==> src/rtl/rr_arbiter_4.sv <==
// Four-requester round-robin arbiter with a hold-time limit.
// Registered one-hot grant plus binary index, switching without an idle bubble.
module rr_arbiter_4 #(
    parameter int MAX_HOLD = 8,
    parameter int CNT_W    = 4
) (
    input  logic             clk,
    input  logic             rst_n,
    input  logic [3:0]       req,
    output logic [3:0]       gnt,
    output logic [1:0]       gnt_idx,
    output logic             gnt_valid,
    output logic             o_dbg_state,
    output logic [CNT_W-1:0] o_dbg_hold_cnt
);

    typedef enum logic {
        ST_IDLE  = 1'b0,
        ST_GRANT = 1'b1
    } state_t;

    localparam logic [CNT_W-1:0] HOLD_MAX = CNT_W'(MAX_HOLD);
    localparam logic [CNT_W-1:0] HOLD_ONE = CNT_W'(1);

    state_t           r_state;
    logic [1:0]       r_last;
    logic [CNT_W-1:0] r_hold_cnt;
    logic [3:0]       r_gnt;
    logic [1:0]       r_gnt_idx;
    logic             r_gnt_valid;

    logic [1:0] w_base;
    logic [3:0] w_cand;
    logic [1:0] w_try;
    logic [1:0] w_win;
    logic       w_found;
    logic       w_own_req;
    logic       w_take;

    // While granted, the search starts after the owner and excludes it.
    assign w_base    = (r_state == ST_GRANT) ? r_gnt_idx : r_last;
    assign w_cand    = req & ~((r_state == ST_GRANT) ? r_gnt : 4'b0000);
    assign w_own_req = req[r_gnt_idx];

    always_comb begin
        w_found = 1'b0;
        w_win   = w_base;
        w_try   = w_base;
        for (int k = 1; k <= 4; k++) begin
            w_try = w_base + 2'(k);
            if (!w_found && w_cand[w_try]) begin
                w_found = 1'b1;
                w_win   = w_try;
            end
        end
    end

    // A new owner is taken on release or on an expired hold, if anyone else waits.
    assign w_take = w_found &&
                    ((r_state == ST_IDLE) || !w_own_req || (r_hold_cnt == HOLD_MAX));

    always_ff @(posedge clk or negedge rst_n) begin
        if (!rst_n) begin
            r_state     <= ST_IDLE;
            r_last      <= 2'b11;
            r_hold_cnt  <= '0;
            r_gnt       <= 4'b0000;
            r_gnt_idx   <= 2'b00;
            r_gnt_valid <= 1'b0;
        end else if (w_take) begin
            r_state     <= ST_GRANT;
            r_last      <= w_win;
            r_hold_cnt  <= HOLD_ONE;
            r_gnt       <= 4'b0001 << w_win;
            r_gnt_idx   <= w_win;
            r_gnt_valid <= 1'b1;
        end else if (r_state == ST_GRANT) begin
            if (!w_own_req) begin
                r_state     <= ST_IDLE;
                r_hold_cnt  <= '0;
                r_gnt       <= 4'b0000;
                r_gnt_valid <= 1'b0;
            end else if (r_hold_cnt < HOLD_MAX) begin
                r_hold_cnt <= r_hold_cnt + HOLD_ONE;
            end else begin
                // Sole requester at the limit keeps the grant with a fresh count.
                r_hold_cnt <= HOLD_ONE;
            end
        end
    end

    assign gnt            = r_gnt;
    assign gnt_idx        = r_gnt_idx;
    assign gnt_valid      = r_gnt_valid;
    assign o_dbg_state    = r_state;
    assign o_dbg_hold_cnt = r_hold_cnt;

endmodule
==> config.mk <==
export PLATFORM = sky130hd
export DESIGN_NAME = rr_arbiter_4
export DESIGN_NICKNAME = d
export VERILOG_FILES = /design/src/rtl/rr_arbiter_4.sv
export SDC_FILE = /design/constraint.sdc
export NUM_CORES = 1
export LEC_CHECK = 0
export CAP_MARGIN = 30
export CORE_MARGIN = 2
export CORE_UTILIZATION = 45
export CTS_CLUSTER_SIZE = 40
export DETAILED_ROUTE_END_ITERATION = 10
export GPL_TIMING_DRIVEN = 0
export HOLD_SLACK_MARGIN = 0.1
export MAX_ROUTING_LAYER = met4
export PLACE_DENSITY = 0.76
export SYNTH_ARGS = -nofsm -noshare
export SYNTH_HDL_FRONTEND = slang
export SYNTH_SLANG_ARGS = --single-unit
==> constraint.sdc <==
create_clock -name clk -period 1.85 [get_ports clk]
set_input_delay 0.2775 -clock clk [delete_from_list [all_inputs] [get_ports clk]]
set_output_delay 0.2775 -clock clk [all_outputs]
set_load 0.005 [all_outputs]
==> results_tabular.tex <==
\begin{tabular}{lr}
\hline
Metric & Value \\
\hline
\multicolumn{2}{l}{\textbf{Status}} \\
\quad Run status & complete, no violations \\
\multicolumn{2}{l}{\textbf{Floorplan}} \\
\quad Area of the die & 0.00230 sq mm \\
\quad Ports & 18 \\
\quad Initial standard-cell utilization of the core & 49.3\% \\
\quad Core outline area & $\sim$0.0018 sq mm \\
\quad Horizontal die dimension & 48.0 um \\
\quad Std cell rows & 15 \\
\quad Die Y & 48.0 um \\
\multicolumn{2}{l}{\textbf{Timing}} \\
\quad Final count of negative-setup-slack endpoints & 0 \\
\quad Pins over their slew limit & 0 \\
\quad Min Clock Period, post-route & 1.77 ns \\
\quad Post-route worst hold slack & 0.375 ns \\
\quad Max Fclk & 566 MHz \\
\quad Count of endpoints failing hold in the final timing report & 0 \\
\quad Unrepaired setup endpoints after global routing & false \\
\quad Relative max-transition margin & about three fifths \\
\quad Setup total negative slack & 0 ns \\
\quad Period utilization & 95.5\% \\
\quad Worst Clk Skew & between 0.007 and 0.008 ns \\
\quad Pin slew with the least headroom to its limit & $\sim$0.59 ns \\
\multicolumn{2}{l}{\textbf{Setup path}} \\
\quad Arrival time of the worst setup path & 1.99 ns \\
\quad Worst Setup End Kind & flip-flop \\
\quad Delay contributed by the slowest stage of the critical path & 0.56 ns \\
\quad Critical Path RT & around 2.1 ns \\
\quad Critical-path maximum fanout & 8 \\
\quad Cell at the slowest stage of the critical path & sky130\_fd\_sc\_hd\_\_mux4\_2 \\
\quad Crit path cell chain & clkdlybuf4s50\_1 -> mux4\_2 -> nand3\_2 -> o21ai\_2 -> a21o\_4 -> a2bb2o\_4 \\
\quad CP Buf/Inv Count & 1 \\
\quad CP delay by family, top & multiplexers \\
\quad Type of element launching the critical path & input port \\
\quad Type of the worst setup path & in -> reg \\
\multicolumn{2}{l}{\textbf{Power and ir drop}} \\
\quad Relative contribution of the clock network to total power & 11.8\% \\
\quad Share of total power consumed by net switching & 38.4\% \\
\quad Cell Pwr Density & 1590 mW/mm\^{}2 \\
\quad Switching Power & 686 uW \\
\quad Maximum vdd ir drop & 0.825 mV \\
\quad Internal power & 1.10 mW \\
\quad Leakage component of the power & 0.478 nW \\
\quad Combinational share of power & 55.6\% \\
\quad Sequential fraction of design power & between 30\% and 40\% \\
\quad Final Power & 1.79 mW \\
\multicolumn{2}{l}{\textbf{Synthesis}} \\
\quad Cell count after synthesis & 85 \\
\quad Synth top area share & 34.5\% \\
\quad Count of cell types in the netlist & 43 \\
\quad Top cells by area, synth & sky130\_fd\_sc\_hd\_\_dfrtp\_1 (35\%), sky130\_fd\_sc\_hd\_\_dfstp\_2 (6.0\%), sky130\_fd\_sc\_hd\_\_nand2\_1 (4.3\%) \\
\quad Share of synthesized area occupied by flip-flops and latches & 40.6\% \\
\quad Post-synth EDFFs & 0 \\
\quad Combined area of all synthesized cells & 870 sq um \\
\quad Top flip-flop cell by instance count after synthesis & sky130\_fd\_sc\_hd\_\_dfrtp\_1 \\
\quad Async SR Flop Fraction & 100\% \\
\quad Number of storage elements in the synthesis netlist & 14 \\
\quad Cell type with the highest aggregate area in the netlist & sky130\_fd\_sc\_hd\_\_dfrtp\_1 \\
\quad Number of nets in the synthesized netlist & 93 \\
\quad Synthesized area per cell & 10.2 sq um \\
\quad Yosys warnings & 0 \\
\multicolumn{2}{l}{\textbf{Detailed routing}} \\
\quad DR DRC count & 0 \\
\quad Via-to-Cell Ratio & 5.29 \\
\quad Vias after detailed routing & 693 \\
\quad Antenna Violating Nets Remaining & 0 \\
\quad Number of optimization iterations in the first detailed-route pass & 4 \\
\quad Routed WL per cell & 13.9 um \\
\quad DRC violation total after the first TritonRoute iteration & 13 \\
\quad Routed WL & about 1.8 mm \\
\multicolumn{2}{l}{\textbf{Clock tree}} \\
\quad TritonCTS clock tree & done \\
\quad Sink Count & 14 \\
\quad Clock H-tree levels & 1 \\
\quad Max Buffers Root-to-Sink & 2 \\
\quad Post-CTS setup-driven buffer insertion count & 0 \\
\quad Clock-pin slew reported for the worst setup and hold paths after clock tree synthesis & about 0.080 ns \\
\quad CTS Buf Count & 3 \\
\quad Cell chosen for the clock root & sky130\_fd\_sc\_hd\_\_clkbuf\_4 \\
\quad Worst skew pair latency & 0.27 ns \\
\multicolumn{2}{l}{\textbf{Final layout}} \\
\quad Number of antenna repair diodes & 0 \\
\quad Final layout net count & 115 \\
\quad Fraction of layout instances using a drive strength above 1 & between 20\% and 30\% \\
\quad Syn-to-layout area delta & 29.1\% \\
\quad Post-Layout Cell Count & 131 \\
\multicolumn{2}{l}{\textbf{Placement}} \\
\quad Gpl congestion & around 0.88 \\
\quad Half-perimeter wire length after placement & 1.45 mm \\
\quad \# placed instances & 127 \\
\quad IO Port Bufs & 17 \\
\multicolumn{2}{l}{\textbf{GRT}} \\
\quad Number of antenna violations at the first check in global routing & 0 \\
\quad GR Util All Layers & 18.9\% \\
\quad First-pass GRT wire length & around 2.9 mm \\
\quad Pin count of the biggest net entering global routing & 15 \\
\quad Number of global-route vias before repair & 628 \\
\quad Total global routing overflow & 0 \\
\multicolumn{2}{l}{\textbf{Flow run}} \\
\quad Max-cap check violation count & 0 \\
\multicolumn{2}{l}{\textbf{Min path}} \\
\quad Type of the worst min-delay path & in -> async \\
\hline
\end{tabular}
-- cell usage after synthesis, types with 2 or more instances --
cell type,count
sky130_fd_sc_hd__nand3b_1,2
sky130_fd_sc_hd__o2bb2ai_1,3
sky130_fd_sc_hd__nand2b_1,2
sky130_fd_sc_hd__nand2_1,10
sky130_fd_sc_hd__a21oi_1,4
sky130_fd_sc_hd__nor3_1,2
sky130_fd_sc_hd__inv_1,6
sky130_fd_sc_hd__o22ai_1,2
sky130_fd_sc_hd__dfstp_2,2
sky130_fd_sc_hd__mux2i_1,2
sky130_fd_sc_hd__nor2_1,5
sky130_fd_sc_hd__dfrtp_1,12
sky130_fd_sc_hd__ha_1,2
sky130_fd_sc_hd__nand3_1,2
-- timing repair --
item | CTS | global route
resized for setup | 0 | 2
hold buffers | 0 | 0
setup endpoints to repair | 0 | 1
-- cell usage in the layout (no fill, tap or decap), types with 2 or more instances in the layout --
cell                              instances
sky130_fd_sc_hd__clkdlybuf4s50_1         17
sky130_fd_sc_hd__dfrtp_1                 12
sky130_fd_sc_hd__nand2_1                 10
sky130_fd_sc_hd__inv_1                    6
sky130_fd_sc_hd__nor2_1                   5
sky130_fd_sc_hd__a21oi_1                  4
sky130_fd_sc_hd__o2bb2ai_1                3
sky130_fd_sc_hd__clkbuf_4                 3
sky130_fd_sc_hd__nand2b_1                 2
sky130_fd_sc_hd__nand3b_1                 2
sky130_fd_sc_hd__mux2i_1                  2
sky130_fd_sc_hd__nand3_1                  2
sky130_fd_sc_hd__o22ai_1                  2
sky130_fd_sc_hd__nor3_1                   2
sky130_fd_sc_hd__ha_1                     2
sky130_fd_sc_hd__dfstp_2                  2
-- kinds of logic after synthesis --
family	count (synthesis)	share of synthesized area, %
xor gates and xnor gates	1	1.01
and+or+nand+nor	32	19.9
buffers and inverters	8	4.46
DFF	14	40.6
muxes	3	4.89
adders and majority gates	2	2.88
AOI/OAI and AO/OA	25	26.3
-- registers in the layout, summed over array words and instances (netlist names) --
name,cells
gnt,4
gnt_idx,2
gnt_valid,1
o_dbg_hold_cnt,4
o_dbg_state,1
r_last,2
-- through the flow --
step	util, %	setup WS, ns	area, sq um
global route	63.6	0.0139	1120
finish	63.6	0.0824	1120
CTS	62.8	0.0688	1110
detailed placement	60.7	-0.209	1070
global placement	60.7	-0.193	1070
floorplan	-	0.280	870
-- power by group through the flow --
stage / clock [mW] / sequential, mW / combinational [mW]
after floorplan: 0 / 0.557 / 0.657
after global placement: 0 / 0.573 / 0.960
after detailed placement: 0 / 0.577 / 0.982
after CTS: 0.218 / 0.572 / 0.987
after global routing: 0.230 / 0.603 / 1.10
final: 0.210 / 0.582 / 0.993
-- metal layers --
metal / share of wire, % / GRT usage, % / vias up
met2: 45 / 26.7 / 12
met1: 51 / 27.9 / 324
li1: - / - / 355
met4: 0.77 / 8.11 / 0
met5: 0 / - / -
met3: 3.0 / 1.13 / 2
-- final cells by class --
type	count	area, sq um
inverter	6	22.5
timing repair buffer	17	170
multi-input combinational	63	493
sequential	14	353
tap	25	31.3
buffer	2	16.3
fill	146	642
clock buffer	4	36.3
-- path summary, 6_finish.rpt --
| kind | to | from | depth (start not counted) | slack (ns) |
|---|---|---|---|---|
| setup / recovery | gnt[2]$_DFFE_PN0P_ | req[3] | 6 | 0.08 |
| hold / removal | gnt_idx[0]$_DFFE_PN0P_ | rst_n | 1 | 0.38 |
| setup reg to reg | gnt[2]$_DFFE_PN0P_ | o_dbg_state$_DFF_PN0_ | 5 | 0.14 |
| hold reg to reg | r_last[1]$_DFFE_PN1P_ | r_last[1]$_DFFE_PN1P_ | 2 | 0.46 |
| max in group asynchronous | o_dbg_state$_DFF_PN0_ | rst_n | 1 | 1.08 |
| min in group clk | r_last[1]$_DFFE_PN1P_ | r_last[1]$_DFFE_PN1P_ | 2 | 0.46 |
(Power assumes the default switching activity.)
